File: src/rtl/risc_decode_pipe.sv
// Opcode decoder with a single output register stage and multi-cycle expansion of class 3'b111.
// Optional feature: define RISC_DECODE_NOP_DROP_EN to swallow all-zero opcodes without emitting a beat.
module risc_decode_pipe #(
  parameter int OPC_W    = 8,
  parameter int MC_STEPS = 4
) (
  input  logic             clk,
  input  logic             rst,
  input  logic             in_valid,
  output logic             in_ready,
  input  logic [OPC_W-1:0] in_opc,
  output logic             out_valid,
  input  logic             out_ready,
  output logic [7:0]       out_class,
  output logic [OPC_W-4:0] out_sub,
  output logic [3:0]       out_step,
  output logic             out_last,
  output logic             busy,
  output logic [15:0]      op_count
);

  typedef enum logic {IDLE, EXPAND} state_e;

  localparam logic [3:0] LAST_STEP = 4'(MC_STEPS - 1);
  localparam bit         MULTI     = (MC_STEPS > 1);

  state_e           state_q, state_d;
  logic             out_valid_q, out_valid_d;
  logic [7:0]       out_class_q, out_class_d;
  logic [OPC_W-4:0] out_sub_q, out_sub_d;
  logic [3:0]       out_step_q, out_step_d;
  logic             out_last_q, out_last_d;
  logic [15:0]      op_count_q, op_count_d;

  logic [2:0] opc_class;
  logic       accept;
  logic       consume;
  logic       drop_nop;
  logic       is_mc;
  logic [3:0] step_inc;

  assign opc_class = in_opc[OPC_W-1:OPC_W-3];
  assign is_mc     = (opc_class == 3'b111) && MULTI;
  assign step_inc  = out_step_q + 4'd1;

`ifdef RISC_DECODE_NOP_DROP_EN
  assign drop_nop = (in_opc == '0);
`else
  assign drop_nop = 1'b0;
`endif

  // Reset gates in_ready so opcodes offered during reset are neither consumed nor counted.
  assign in_ready = !rst && (state_q == IDLE) && (!out_valid_q || out_ready);
  assign accept   = in_valid && in_ready;
  assign consume  = out_valid_q && out_ready;

  // NOTE: every always_comb output is given its hold value first, so no path can infer a latch.
  always_comb begin
    state_d     = state_q;
    out_valid_d = out_valid_q;
    out_class_d = out_class_q;
    out_sub_d   = out_sub_q;
    out_step_d  = out_step_q;
    out_last_d  = out_last_q;
    op_count_d  = op_count_q;

    if (consume) begin
      out_valid_d = 1'b0;
      if (state_q == EXPAND) begin
        out_valid_d = 1'b1;
        out_step_d  = step_inc;
        if (step_inc == LAST_STEP) begin
          out_last_d = 1'b1;
          state_d    = IDLE;
        end
      end
    end

    // Accept only happens in IDLE, so it never collides with the EXPAND reload above.
    if (accept) begin
      op_count_d = op_count_q + 16'd1;
      if (!drop_nop) begin
        out_valid_d = 1'b1;
        out_class_d = 8'b1 << opc_class;
        out_sub_d   = in_opc[OPC_W-4:0];
        out_step_d  = 4'd0;
        out_last_d  = !is_mc;
        state_d     = is_mc ? EXPAND : IDLE;
      end
    end
  end

  // NOTE: state registers use non-blocking assignments so every flop samples pre-edge values.
  always_ff @(posedge clk) begin
    if (rst) begin
      state_q     <= IDLE;
      out_valid_q <= 1'b0;
      out_class_q <= '0;
      out_sub_q   <= '0;
      out_step_q  <= '0;
      out_last_q  <= 1'b0;
      op_count_q  <= '0;
    end else begin
      state_q     <= state_d;
      out_valid_q <= out_valid_d;
      out_class_q <= out_class_d;
      out_sub_q   <= out_sub_d;
      out_step_q  <= out_step_d;
      out_last_q  <= out_last_d;
      op_count_q  <= op_count_d;
    end
  end

  assign out_valid = out_valid_q;
  assign out_class = out_class_q;
  assign out_sub   = out_sub_q;
  assign out_step  = out_step_q;
  assign out_last  = out_last_q;
  assign busy      = (state_q == EXPAND);
  assign op_count  = op_count_q;

endmodule

File: config.mk
export PLATFORM = sky130hd
export DESIGN_NAME = risc_decode_pipe
export DESIGN_NICKNAME = d
export VERILOG_FILES = /design/src/rtl/risc_decode_pipe.sv
export SDC_FILE = /design/constraint.sdc
export NUM_CORES = 1
export LEC_CHECK = 0
export ABC_AREA = 1
export CAP_MARGIN = 40
export CELL_PAD_IN_SITES_DETAIL_PLACEMENT = 2
export CELL_PAD_IN_SITES_GLOBAL_PLACEMENT = 2
export CORE_UTILIZATION = 26
export CTS_BUF_LIST = sky130_fd_sc_hd__clkbuf_8
export DETAILED_ROUTE_END_ITERATION = 7
export PLACE_DENSITY = 0.85
export SYNTH_ARGS = -nofsm -noshare
export SYNTH_HDL_FRONTEND = slang
export SYNTH_SLANG_ARGS = --single-unit
export TNS_END_PERCENT = 100
File: constraint.sdc
create_clock -name clk -period 1.44 [get_ports clk]
set_input_delay 0.288 -clock clk [delete_from_list [all_inputs] [get_ports clk]]
set_output_delay 0.288 -clock clk [all_outputs]
set_load 0.02 [all_outputs]
# [After elaboration in Yosys (flattened, before gate mapping)]
# Cells that the tools add are included.
[totals] regBits=36 input_bits=12 output_inout_bits=37 wordCells=39
[op_classes] add_sub_neg=2 n_eq_ne=2 shift=1 muxes=12 bitwise=1 n_reduce_logical=14
[op_table] op="16-bit by 1-bit adder with 16-bit output, second input constant" n=1
[op_table] op="1-bit 2-to-1 mux" n=12
[op_table] op="1-bit by 3-bit left shift with 8-bit output, first input constant" n=1
[op_table] op="2-bit nonzero test" n=3
[op_table] op="4-bit by 1-bit adder with 4-bit output, second input constant" n=1
[op_table] op="4-bit by 2-bit == test with 1-bit output, second input constant" n=1
[op_table] op="1-bit logical AND" n=4
[op_table] op="3-bit == test, second input constant" n=1
[op_table] op="1-bit logical NOT" n=3
[op_table] op="3-bit AND reduction" n=1
[op_table] op="2-bit AND reduction" n=1
[op_table] op="2-bit OR reduction" n=1
[op_table] op="1-bit logical OR" n=1
[op_table] op="1-bit inverter" n=1

# [Logic depth before layout (Yosys ltp)]
# Gate-level depths: netlist (run 1).
[logic_depth] depth_word=6 ltp_mapped=9

# [Worst setup path before layout (run 1)]
# Ideal clock, no wire load.
[synth_path] path_kind="register to register" startpoint="register op_count_q[1], in the netlist op_count[1]" endpoint="register op_count_q[12], in the netlist op_count[12]" setup_time_ns=0.115 arrival_ns=1.267 t_required_ns=1.325 path_slack_ns=0.058 stages_incl_launch_ff=9 path_buffers=0 synth_period_minus_slack_ns=1.382 path_cell_list="dfxtp_1 > ha_1 > nand2_1 > nor2_1 > nand2_1 > nor2_1 > nand3_1 > nand2_1 > nor2_1"
[synth_via] elab_chain_len=1
[synth_lines] element="start, declared" line_no="33" source="logic [15:0] op_count_q, op_count_d;"
[synth_lines] element="start signal, assigned" line_no="110" source="op_count_q <= op_count_d;"
[synth_lines] element="16-bit by 1-bit adder with 16-bit output" line_no="81" source="op_count_d = op_count_q + 16'd1;"
# Every way passes these cells.
# A chain may end at the register's enable or synchronous reset.

# [Worst setup path after layout (run 1)]
[layout_path] startpoint="register out_valid_q, in the netlist out_valid" endpoint="output out_valid"
[layout_lines] element="start, declared" line_no="28" source="logic out_valid_q, out_valid_d;"
[layout_lines] element="start signal, assigned" line_no="105" source="out_valid_q <= out_valid_d;"
[layout_lines] element="end, declared" line_no="12" source="output logic out_valid,"
# No word-level cell between the ends.

==> results.yml, run 1 <==
sta:
  final.setup.tns_ps: 0
  tightest_slew_ps: 356
  finClkSkew_ps: 8.74
  maxSlewViolCount: 0
  hold_slack_ps: 438
  fmax_mhz: 730
  slew_headroom_pct: 76.2
  hold_viol: 0
  min_period_ps: 1370
  setup_viol: 0
  post-route-period-util_pct: 95.2
routing:
  ant_nets: 0
  wirelength_um: 5930
  wl_per_cell_um: 16.0
  vias_per_cell: 4.78
  drt_first_pass_iters: 4
  vias: 1767
  dr.first_iter.drc_count: 63
  remaining_drc_errors: 0
power_and_ir_drop:
  power.internal_uw: 1560
  clkPwrFrac_pct: 38.4
  total_leakage_power_uw: 0.00116
  powerDensity_nw_per_um2: 840
  pwr-share-comb_pct: 12.7
  irDropWorstVdd_mv: 0.348
  p_sw_share_pct: 26.1
  p_switching_uw: 551
  p_seq_share_pct: 48.9
flow_run:
  drv_cap: 0
floorplan:
  core-area_um2: 5990
  dieHeight_um: 81.2
  chipWidth_um: 81.2
  rows: 28
  initial_core_util_pct: 27.2
  io_pins: 49
  die-area_um2: 6590
clock_network:
  insertion_delay_ps: 290
  cts_max_level: 2
  cts_tree: "built"
  path_clk_slew_ps: 80
  clock-root-buffer: "clkbuf_8"
  cts.sinks: 36
  cts_hold_buf: 0
  clk_path_buf_depth: 2
  cts_buffers: 5
synth:
  synth_top_area_cell: "dfxtp_1"
  synthesis.area_um2: 1630
  async_flop_share_pct: 0
  synth-compound-area-share_pct: 11.3
  netlist.area_leader.share_pct: 44.2
  ys_ff_latch: 36
  synthMuxAreaShare_pct: 0
  seq_area_frac_synth_pct: 44.2
  synth.most_common_cell: "nand2_1"
  synth.avg_cell_area_um2: 7.34
  syn_inst: 222
  synth_adder_area_share_pct: 2.30
  synth_ff_type: "dfxtp_1"
  synth.area.top_cells: "dfxtp_1, nand2_1, a21oi_1"
  synthTopCellsByCount: "nand2_1, dfxtp_1, inv_1"
  yosysUniqueCellTypes: 25
  synth_xor_area_share_pct: 1.61
  synth_warnings: 0
  syn_nets: 237
  yosys.area_share.simple_pct: 32.3
  synth_top_family_by_area: "simple AND/OR/NAND/NOR gates"
  synth_enable_flop_cells: 0
placement:
  dp.cells: 360
  gp_congestion: 0.739
  dp_hpwl_um: 3970
  portBuffers: 48
  placed_cell_area_um2: 2340
min_path:
  holdPathEnd: "out_valid$_SDFFE_PP0P_"
  hold_class: "in -> reg"
  worstHoldPathCells: 5
  hp-start: "out_ready"
worst_setup_path:
  path_depth: 2
  crit_type: "reg -> out"
  path_max_fanout: 2
  crit_buf_inv: 2
  reg2regPathDepth: 8
  r2r_slack_ps: 80
  crit_required_ps: 1150
  worstReg2RegStart: "op_count[0]$_SDFFE_PP0P_"
  r2r-end: "op_count[12]$_SDFFE_PP0P_"
  worstSetupStartpointType: "register"
  crit_family: "buffers and inverters"
  crit_path_end_kind: "output port"
  path_cells: "buf_4, dlygate4sd2_1"
  cp_slowest_cell: "dfxtp_1"
  slowest_delay_ps: 350
  arrival_ps: 1080
cells_and_area:
  fin_util_pct: 42.0
  nFillCells: 702
  num-nets-final: 310
  n_antenna_cell: 0
  stdcell_area_um2: 2520
  stdcell_count: 370
  drive_gt1_share_pct: 21.7
  syn_to_final_growth_pct: 54.5
global_routing:
  grt_usage_pct: 19.4
  grt_pass1_vias: 1917
  antenna_found_initial: 0
  grt_overflow: 0
  grt_max_degree: 16
  grt_pass1_wl_um: 9470
status:
  status: "finished clean"
==> layout make-up <==
cell class                 count  area, um2  share of cell area, %
inverter                      24       95.1                   3.78
timing repair buffer          71        626                   24.9
tap                           75       93.8                   3.73
sequential                    36        729                   29.0
timing repair inverter         1       7.51                  0.298
clock buffer                   7       96.3                   3.83
multi-input combinational    156        868                   34.5
==> power groups by stage <==
stage	sequential [uW]	combinational [uW]	clock (uW)
finish	1030	268	811
global route	1040	289	865
CTS	1030	265	826
detailed placement	1050	262	0
global placement	1060	254	0
floorplan	1080	91.5	0
==> flip-flops by register name, indices dropped and copies added, names as in the netlist <==
name / flops
busy: 1
op_count: 16
out_class: 8
out_last: 1
out_step: 4
out_sub: 5
out_valid: 1
==> cell families (layout without fill, tap and decap cells) <==
group / count (synthesis) / in the layout
buf+inv: 31 / 103
fa+ha+maj: 3 / 3
flops: 36 / 36
xor+xnor: 3 / 3
compound gates: 34 / 34
simple gates: 115 / 116
==> worst max path at each step <==
| stage | startpoint | endpoint | slack [ps] |
|---|---|---|---|
| global route | busy$_SDFFE_PP0P_ | op_count[11]$_SDFFE_PP0P_ | -10 |
| CTS | out_ready | out_last$_SDFFE_PP0P_ | -6 |
| finish | out_valid$_SDFFE_PP0P_ | out_valid | 70 |
| global placement | out_ready | in_ready | -410 |
| detailed placement | rst | out_last$_SDFFE_PP0P_ | -450 |
| floorplan | op_count[1]$_SDFFE_PP0P_ | op_count[12]$_SDFFE_PP0P_ | 60 |
==> layer usage <==
layer  vias up  GRT usage [%]  part of all wire (%)
met1       862           21.8                    43
met5         -              0                     0
met4         0           7.14                   2.0
li1        860              -                     -
met2        35           35.5                    52
met3        10           4.27                   2.9
==> stage by stage <==
stage | total power (uW) | setup slack [ps]
2_1_floorplan | 1170 | 57.8
3_5_place_dp | 1320 | -450
6_report | 2110 | 69.2
3_3_place_gp | 1310 | -411
5_1_grt | 2190 | -9.83
4_1_cts | 2120 | -5.61
==> tightest hold or removal path, stage by stage <==
cell and delay, ps:
dlymetal6s2s_1 100, inv_1 50, nand2_2 60, buf_6 100, a31oi_1 70
==> placed cells by master (no fill, tap or decap), drive strengths merged <==
| cell type | instances |
|---|---|
| nand2 | 57 |
| dlygate4sd2 | 36 |
| dfxtp | 36 |
| nor2 | 26 |
| buf | 24 |
| inv | 23 |
| a21oi | 21 |
| nand3 | 15 |
| nor3 | 10 |
| clkdlybuf4s50 | 9 |
| o21ai | 8 |
| clkbuf | 7 |
| nand4 | 5 |
| ha | 3 |
| xor2 | 2 |
| or2 | 2 |
| o31ai | 2 |
| a22o | 2 |
| clkinv | 1 |
| a31oi | 1 |
| xnor2 | 1 |
| and3 | 1 |
| clkinvlp | 1 |
| dlymetal6s2s | 1 |
| clkdlybuf4s15 | 1 |
==> repair_timing <==
action                                  CTS  global route
gates resized for setup                  57            20
endpoints found under the setup margin   60            29
cloned                                    2             0
pin swaps                                 1             3
buffers inserted                          1             0
No activity file was read; power rests on OpenSTA's default activity.
==> run 2, diff against run 1 <==
--- a/config.mk
+++ b/config.mk
@@ -12,7 +12,10 @@
 export CORE_UTILIZATION = 26
 export CTS_BUF_LIST = sky130_fd_sc_hd__clkbuf_8
 export DETAILED_ROUTE_END_ITERATION = 7
+export GPL_ROUTABILITY_DRIVEN = 0
+export GPL_TIMING_DRIVEN = 0
 export PLACE_DENSITY = 0.85
+export SETUP_SLACK_MARGIN = 0.02
 export SYNTH_ARGS = -nofsm -noshare
 export SYNTH_HDL_FRONTEND = slang
 export SYNTH_SLANG_ARGS = --single-unit
==> run 2 against run 1 <==
Cell count shrank 4.1%. Via count down 4.6%. Global-route usage down 2.6 points. Clock-buffer cell count decreased by 2. Critical endpoint is now op_count[7]. Largest power group unchanged. Highest routed layer unchanged.
==> results.yml, run 2 (synthesis gave the netlist of run 1 again) <==
floorplan:
  core-area_um2: 5990
  io_pins: 49
  rows: 28
  chipWidth_um: 81.2
  die-area_um2: 6590
  dieHeight_um: 81.2
  initial_core_util_pct: 27.2
worst_setup_path:
  path_max_fanout: 4
  cp_slowest_cell: "dfxtp_1"
  r2r_slack_ps: 100
  crit_required_ps: 1150
  r2r-end: "op_count[12]$_SDFFE_PP0P_"
  crit_path_end_kind: "output port"
  worstReg2RegStart: "op_count[1]$_SDFFE_PP0P_"
  crit_type: "reg -> out"
  slowest_delay_ps: 420
  crit_buf_inv: 1
  arrival_ps: 1070
  reg2regPathDepth: 8
  path_cells: "dlygate4sd2_1"
  worstSetupStartpointType: "register"
  crit_family: "flip-flops"
global_routing:
  grt_overflow: 0
  grt_max_degree: 13
  antenna_found_initial: 0
  grt_usage_pct: 16.8
  grt_pass1_wl_um: 8310
  grt_pass1_vias: 1758
routing:
  wirelength_um: 5380
  ant_nets: 0
  dr.first_iter.drc_count: 53
  vias: 1685
  remaining_drc_errors: 0
  drt_first_pass_iters: 3
  vias_per_cell: 4.75
  wl_per_cell_um: 15.1
cells_and_area:
  register_area_um2: 729
  multiInputGateArea_um2: 828
  layout_commonest_cell: "nand2_1"
  n_antenna_cell: 0
  fin_util_pct: 39.8
  nFillCells: 696
  largest_register_ffs: 16
  stdcell_count: 355
  syn_to_final_growth_pct: 46.3
  drive_gt1_share_pct: 15.0
  num-nets-final: 294
  final_cell_mix: "nand2_1, dlygate4sd2_1, dfxtp_1"
sta:
  finClkSkew_ps: 8.78
  final.setup.tns_ps: 0
  fmax_mhz: 736
  maxSlewViolCount: 0
  setup_viol: 0
  slew_headroom_pct: 64.1
  min_period_ps: 1360
  hold_viol: 0
  tightest_slew_ps: 538
  post-route-period-util_pct: 94.4
power_and_ir_drop:
  powerDensity_nw_per_um2: 914
  total_leakage_power_uw: 0.00108
  power_uw: 2180
  irDropWorstVdd_mv: 0.426
clock_network:
  cts.sinks: 36
  cts_buffers: 5
  path_clk_slew_ps: 80
  cts_max_level: 2
  insertion_delay_ps: 290
  cts_hold_buf: 0
  cts_tree: "built"
  clock-root-buffer: "clkbuf_8"
  clk_path_buf_depth: 2
placement:
  dp.cells: 343
  dp_hpwl_um: 3710
  portBuffers: 46
min_path:
  holdPathEnd: "op_count[6]$_SDFFE_PP0P_"
  worstHoldPathCells: 2
  hold_class: "in -> reg"
  hp-start: "rst"
flow_run:
  drv_cap: 0
status:
  status: "finished clean"
-- run 2: report_power, final --
group          switching (uW)  internal, uW
sequential               17.4          1020
combinational             140           105
clock                     387           513
-- run 2: final cells by class --
type,count,share of cell area [%]
plain buffers,7,2.41
well taps,75,3.94
multi-input cells,156,34.8
clock inverters,3,1.78
clock buffers,5,2.89
repair buffers,49,19.7
flip-flops and latches,36,30.6
inverters,24,3.94
-- run 2: metrics by stage --
step                instance area, um2  hold slack, ps  worst slack [ps]
floorplan                         1630             390              57.8
global placement                  2180             441              -471
detailed placement                2180             452              -471
CTS                               2280             204              20.8
global route                      2380             214            -0.524
finish                            2380             213              81.2
-- run 2: worst max path at each step --
stage / start / end / slack, ps / depth (start not counted)
floorplan: op_count[1]$_SDFFE_PP0P_ / op_count[12]$_SDFFE_PP0P_ / 60 / 8
global placement: out_ready / in_ready / -470 / 6
detailed placement: out_ready / in_ready / -470 / 6
CTS: out_ready / in_ready / 20 / 6
global route: op_count[1]$_SDFFE_PP0P_ / op_count[8]$_SDFFE_PP0P_ / -0.5 / 7
finish: op_count[7]$_SDFFE_PP0P_ / op_count[7] / 80 / 1
-- run 2: per-layer routing --
layer | track usage (%) | up-vias | part of all wire (%)
met5 | 0 | - | 0
met4 | 4.82 | 0 | 0.91
met3 | 3.37 | 5 | 2.9
met2 | 30.8 | 31 | 52
met1 | 19.5 | 811 | 44
li1 | - | 838 | -
-- run 2: repair_timing --
| action | in CTS | in global routing |
|---|---|---|
| buffers inserted | 0 | 2 |
| pin swaps | 1 | 3 |
| resized for setup | 50 | 17 |
| endpoints found under the setup margin | 56 | 21 |
| cloned | 1 | 1 |
